[config.mk]
export PLATFORM = sky130hd
export DESIGN_NAME = bullet_ctrl
export DESIGN_NICKNAME = d
export VERILOG_FILES = /design/src/rtl/bullet_ctrl_pkg.sv /design/src/rtl/bullet_ctrl.sv
export SDC_FILE = /design/constraint.sdc
export NUM_CORES = 1
export LEC_CHECK = 0
export ABC_CLOCK_PERIOD_IN_PS = 2800
export CORE_ASPECT_RATIO = 1.4
export CORE_MARGIN = 10
export CORE_UTILIZATION = 38
export DETAILED_ROUTE_END_ITERATION = 12
export PLACE_DENSITY = 0.68
export REMOVE_ABC_BUFFERS = 1
export SLEW_MARGIN = 30
export SYNTH_ARGS = -nofsm -noshare
export SYNTH_HDL_FRONTEND = slang
export SYNTH_SLANG_ARGS = --single-unit
[constraint.sdc]
create_clock -name clk -period 2.8 [get_ports clk]
set_input_delay 0.42 -clock clk [delete_from_list [all_inputs] [get_ports clk]]
set_output_delay 0.42 -clock clk [all_outputs]
set_load 0.05 [all_outputs]
[src/rtl/bullet_ctrl_pkg.sv]
// -----------------------------------------------------------------------------
// bullet_ctrl_pkg
// Shared playfield geometry and the bullet FSM state type. The geometry values
// are the defaults for the bullet_ctrl parameters. bullet_state_t is visible to
// the enemy-side responder and to the testbench.
// -----------------------------------------------------------------------------
package bullet_ctrl_pkg;

  localparam int CFG_HRES            = 1280;
  localparam int CFG_VRES            = 720;
  localparam int CFG_BULLET_W        = 4;
  localparam int CFG_BULLET_H        = 16;
  localparam int CFG_BULLET_SPEED    = 16;
  localparam int CFG_PADDLE_W        = 50;
  localparam int CFG_PADDLE_H        = 20;
  localparam int CFG_COOLDOWN_FRAMES = 8;

  typedef enum logic [1:0] {
    IDLE     = 2'd0,
    FLY      = 2'd1,
    QUERY    = 2'd2,
    COOLDOWN = 2'd3
  } bullet_state_t;

endpackage

[src/rtl/bullet_ctrl.sv]
// -----------------------------------------------------------------------------
// bullet_ctrl
// Player-bullet controller. It spawns one bullet above the paddle when fire is
// held at a frame tick and moves the bullet up once per frame. After each move
// it runs a req/ack hit query against the enemy formation. It also produces the
// bullet pixel-enable for the video mixer.
//
// Ports
//   clk, rst_n          pixel clock, asynchronous active-low reset
//   frame_tick          one-cycle pulse per frame (start of vblank)
//   fire                fire button level (synchronized); holding it auto-fires
//   game_over           kills the bullet and holds the block in IDLE
//   paddle_x            paddle left edge
//   hit_req/x/y         hit query to the formation; x/y stay stable until ack
//   hit_ack, hit_kill   responder done pulse; kill=1 means an enemy was hit
//   px, py              current scan position
//   bullet_on           current pixel is bullet (1-cycle latency from px/py)
//   active              bullet exists (FLY or QUERY)
//   shots               bullets spawned since reset, wraps at 2^16
// -----------------------------------------------------------------------------
module bullet_ctrl
  import bullet_ctrl_pkg::*;
#(
  parameter int HRES            = CFG_HRES,
  parameter int VRES            = CFG_VRES,
  parameter int BULLET_W        = CFG_BULLET_W,
  parameter int BULLET_H        = CFG_BULLET_H,
  parameter int BULLET_SPEED    = CFG_BULLET_SPEED,
  parameter int PADDLE_W        = CFG_PADDLE_W,
  parameter int PADDLE_H        = CFG_PADDLE_H,
  parameter int COOLDOWN_FRAMES = CFG_COOLDOWN_FRAMES
) (
  input  logic        clk,
  input  logic        rst_n,
  input  logic        frame_tick,
  input  logic        fire,
  input  logic        game_over,
  input  logic [10:0] paddle_x,
  output logic        hit_req,
  output logic [10:0] hit_x,
  output logic [9:0]  hit_y,
  input  logic        hit_ack,
  input  logic        hit_kill,
  input  logic [10:0] px,
  input  logic [9:0]  py,
  output logic        bullet_on,
  output logic        active,
  output logic [15:0] shots
);

  // Counter is wide enough to hold COOLDOWN_FRAMES, and at least 1 bit wide.
  localparam int                CD_W      = $clog2(COOLDOWN_FRAMES + 2);
  localparam logic [CD_W-1:0]   CD_LOAD   = CD_W'(COOLDOWN_FRAMES);
  localparam logic [CD_W-1:0]   CD_ONE    = CD_W'(1);
  localparam logic [10:0]       SPAWN_OFS = 11'(PADDLE_W / 2 - BULLET_W / 2);
  localparam logic [9:0]        SPAWN_Y   = 10'(VRES - PADDLE_H - BULLET_H);
  localparam logic [9:0]        SPEED     = 10'(BULLET_SPEED);

  bullet_state_t   state;
  logic [10:0]     x;
  logic [9:0]      y;
  logic [CD_W-1:0] cd_cnt;

  // x/y are only written when the bullet spawns or moves. While the block is in
  // QUERY they are frozen, so the query coordinates come straight from them and
  // remain registered outputs.
  assign hit_x = x;
  assign hit_y = y;

  // NOTE: sequential state uses non-blocking assignments only, and every
  // register gets a value in the asynchronous reset branch.
  always_ff @(posedge clk or negedge rst_n) begin
    if (!rst_n) begin
      state   <= IDLE;
      x       <= '0;
      y       <= '0;
      cd_cnt  <= '0;
      shots   <= '0;
      hit_req <= 1'b0;
      active  <= 1'b0;
    end else if (game_over) begin
      // game_over overrides everything, including an ack in the same cycle.
      // An outstanding request is abandoned.
      state   <= IDLE;
      hit_req <= 1'b0;
      active  <= 1'b0;
    end else begin
      unique case (state)
        IDLE: begin
          if (frame_tick && fire) begin
            x      <= paddle_x + SPAWN_OFS;
            y      <= SPAWN_Y;
            shots  <= shots + 16'd1;
            active <= 1'b1;
            state  <= FLY;
          end
        end
        FLY: begin
          if (frame_tick) begin
            // Check for underflow before subtracting, so y never wraps.
            if (y < SPEED) begin
              active <= 1'b0;
              cd_cnt <= CD_LOAD;
              state  <= COOLDOWN;
            end else begin
              y       <= y - SPEED;
              hit_req <= 1'b1;
              state   <= QUERY;
            end
          end
        end
        QUERY: begin
          // A frame_tick here is dropped on purpose: the bullet moves only
          // from FLY.
          if (hit_ack) begin
            hit_req <= 1'b0;
            if (hit_kill) begin
              active <= 1'b0;
              cd_cnt <= CD_LOAD;
              state  <= COOLDOWN;
            end else begin
              state  <= FLY;
            end
          end
        end
        COOLDOWN: begin
          // A zero load exits on the next cycle. Otherwise the block leaves on
          // the tick that brings the counter to zero.
          if (cd_cnt == '0) begin
            state <= IDLE;
          end else if (frame_tick) begin
            cd_cnt <= cd_cnt - CD_ONE;
            if (cd_cnt == CD_ONE) state <= IDLE;
          end
        end
        default: state <= IDLE;
      endcase
    end
  end

  // Draw compare. The bounds are widened by one bit so x+W and y+H cannot wrap.
  // The scan position is also limited to the visible area.
  logic in_x, in_y;
  assign in_x = ({1'b0, px} >= {1'b0, x}) && ({1'b0, px} < ({1'b0, x} + 12'(BULLET_W)))
                && ({1'b0, px} < 12'(HRES));
  assign in_y = ({1'b0, py} >= {1'b0, y}) && ({1'b0, py} < ({1'b0, y} + 11'(BULLET_H)))
                && ({1'b0, py} < 11'(VRES));

  always_ff @(posedge clk or negedge rst_n) begin
    if (!rst_n) bullet_on <= 1'b0;
    else        bullet_on <= active && in_x && in_y;
  end

endmodule

==> summary.md <==
| Metric | Value |
|---|---|
| Placer Congestion | around 0.84 |
| CTS tree | done |
| Initial antenna violation count | 0 |
| Worst EP required | 2.97 ns |
| Crit path time final | ~2.4 ns |
| Cell Rows | 40 |
| Share of cells above drive strength 1 | 4.494% |
| Nets | 531 |
| Commonest cells in the netlist | ha_1 (48), dfrtp_1 (43), inv_1 (33) |
| Pre-CTS setup slack | 0.3487 ns |
| GRT Total Usage | a little over an eighth |
| CP endpoint kind | flip-flop |
| Crit path DAT | about 2.6 ns |
| DR iter-0 viols | 98 |
| Min-delay worst type | primary input to async pin |
| Clock Skew | 0.005026 ns |
| R2r setup slk | 0.35 ns |
| Met1 Use GR | 14.25% |
| Syn Inst Count | 368 |
| Max Cap Viol | 0 |
| Setup Buffers After CTS | 0 |
| Grt met3 use | 4.729% |
| Hold Violations, Final | 0 |
| Crit Path Max Fanout | 9 |
| GRT overflow | 0 |
| Die Ht | 131 um |
| Vias/cell | roughly 5.3 |
| Final setup fails | 0 |
| Setup Crit Path Kind | flip-flop to flip-flop |
| Reg-to-Reg End | cd_cnt[3]$_DFFE_PN0P_ |
| Vias | roughly 3,000 |
| Antenna-violating nets left | 0 |
| Worst vdd rail ir drop | 0.0005053 V |
| Fmax | about 0.41 GHz |
| Yosys top cell area share | roughly 32% |
| RSZ-0062 raised after global routing | no |
| Synth Flop Type | dfrtp_1 |
| First-pass GRT wire length | 14,470 um |
| Leakage | 1.881 nW |
| Setup tns final | 0 ns |
| Post-synth ARST share | 100.0% |
| Area grow syn2layout | 29.44% |
| Drt first pass iters | 4 |
| Clock transition at the registers of the reported paths | roughly 0.060 ns |
| Critical R2R Launch | hit_y[4]$_DFFE_PN0P_ |
| Clk_lat worst skew | a little under 0.3 ns |
| DRT Wirelength | about 8500 um |
| Most frequent cell after synthesis | ha_1 |
| Final period utilization | 87.44% |
| Synth Cell Area | 3344 um^2 |
| Post-synth EDFFs | 0 |
| Netlist cell types | 58 |
| IO Count | 79 |
| Slew margin rel. | a little over three fifths |
| Root buf cell | clkbuf_16 |
| Syn. warnings | 0 |
| Largest net degree at the start of global routing | 44 |
| Initial core utilization | 38.85% |
| Port bufs | 74 |
| Clock sink total | 43 |
| Die area | 13,010 um^2 |
| Cell Pwr Density | just under 900 nW/um^2 |
| Slew @ Worst Pin | between 0.5 and 0.6 ns |
| Final Power | 3.818 mW |
| Die W | 99.29 um |
| Register area share after synthesis | 32.17% |
| N_diodes | 0 |
| Synth area leaders | dfrtp_1 (32%), ha_1 (18%), xnor2_1 (6.3%), o21ai_0 (4.2%), inv_1 (3.7%) |
| Max Slew Vio Count | 0 |
| Worst-case clock buffer depth | 2 |
| Area leader, netlist | dfrtp_1 |
| #FFs+latches synth | 43 |
| Drc violations | 0 |
| Core Region | 8608 um^2 |
| Avg WL per Cell | 15.38 um |
| Vias in the first global route | 3,101 |
| Max H-tree Level | 2 |
| Status | complete, no violations |
| PostCTS Resize Cnt | 0 |
| Met2 usage | a little under a quarter |
| CTS buffer count | 5 |
| R2R cell count | 7 |
| Synthesized area per cell | 9.088 um^2 |
| DP Wirelength | between 6000 and 7000 um |
| Critical path startpoint category | flip-flop |
| Grt peak-use layer | met2 |
| Post-route setup slack | 0.3517 ns |
| Hold Buf Count CTS | 0 |
==> flip-flops by register name, summed over array words and instances, names as in the netlist <==
name and flops:
shots 16, hit_req 1, state 2, bullet_on 1, hit_y 7, hit_x 11, cd_cnt 4, active 1
==> worst max-delay path by stage <==
stage / from / slack (ns) / depth (start not counted) / end
final: hit_y[4]$_DFFE_PN0P_ / 0.35 / 7 / cd_cnt[3]$_DFFE_PN0P_
after global routing: hit_x[2]$_DFFE_PN0P_ / 0.14 / 9 / bullet_on$_DFF_PN0_
after CTS: hit_x[2]$_DFFE_PN0P_ / 0.33 / 11 / bullet_on$_DFF_PN0_
after detailed placement: hit_x[2]$_DFFE_PN0P_ / 0.35 / 10 / bullet_on$_DFF_PN0_
after global placement: hit_y[4]$_DFFE_PN0P_ / 0.40 / 7 / cd_cnt[3]$_DFFE_PN0P_
after floorplan: hit_x[2]$_DFFE_PN0P_ / 0.25 / 10 / bullet_on$_DFF_PN0_
==> cell usage in the layout, fill, tap and decap left out, types with 2 or more instances in the layout <==
master,n
nor4_1,5
xor2_1,7
nand3b_1,2
clkbuf_16,5
nand4_1,11
nor2b_1,5
o21a_1,6
inv_1,33
ha_1,48
conb_1,2
nor3_1,9
a211oi_1,3
a21oi_1,17
and4_1,3
clkdlybuf4s50_1,73
buf_4,4
or3_1,3
xnor2_1,24
o21ai_0,28
a31oi_1,2
dfrtp_1,43
o31ai_1,3
nand2_1,29
nor2_1,14
nand2b_1,6
o211ai_1,2
nand3_1,14
a21o_1,4
and3_1,7
o32ai_1,2
==> worst max-delay path, stage by stage (launching register included) <==
cell	delay, ns
dfrtp_1	0.47
inv_1	0.16
ha_1	0.23
or3b_4	0.43
o41a_4	0.40
nor3b_4	0.31
nand2_1	0.16
o22a_1	0.18
==> cells by family after synthesis <==
group           share of synthesized area, %
xor+xnor                               8.118
other cells                           0.1121
fa+ha+maj                              17.96
flops                                  32.17
mux                                   0.2993
simple gates                           19.01
compound gates                         17.06
buf+inv                                5.275
==> where the power goes <==
group	total [mW]	internal (mW)	leakage [nW]	switching, mW
combinational	2.21	0.874	1.26	1.34
clock	0.568	0.329	0.0669	0.239
sequential	1.04	0.789	0.552	0.249
total	3.82	1.99	1.88	1.83
==> routing by layer <==
metal  up-vias  share of wire (%)  wire length [um]
li1       1477                  -                 -
met2        53                 51              4300
met4         0                1.8               151
met5         -                  0                 0
met1      1375                 41              3447
met3        10                6.6               560
==> per-stage QoR <==
step           cell area, um^2  std cells  hold WS [ns]  utilization (%)
3_5_place_dp              4188        542        0.4544            48.65
2_1_floorplan             3296        360        0.1244                -
5_1_grt                   4329        550        0.1634            50.29
6_report                  4329        550        0.1241            50.29
3_3_place_gp              4185        542        0.4653            48.62
4_1_cts                   4329        550        0.1406            50.29
==> area by class of cell <==
type                            count  area (um^2)
Clock inverter                      2        12.51
Multi-Input combinational cell    284         2096
Sequential cell                    43         1076
Timing Repair Buffer               77        760.7
Clock buffer                        6        128.9
Tap cell                          105        131.4
Fill cell                         824         4279
Inverter                           33        123.9
Note: power is estimated with default switching activity, not from simulation.
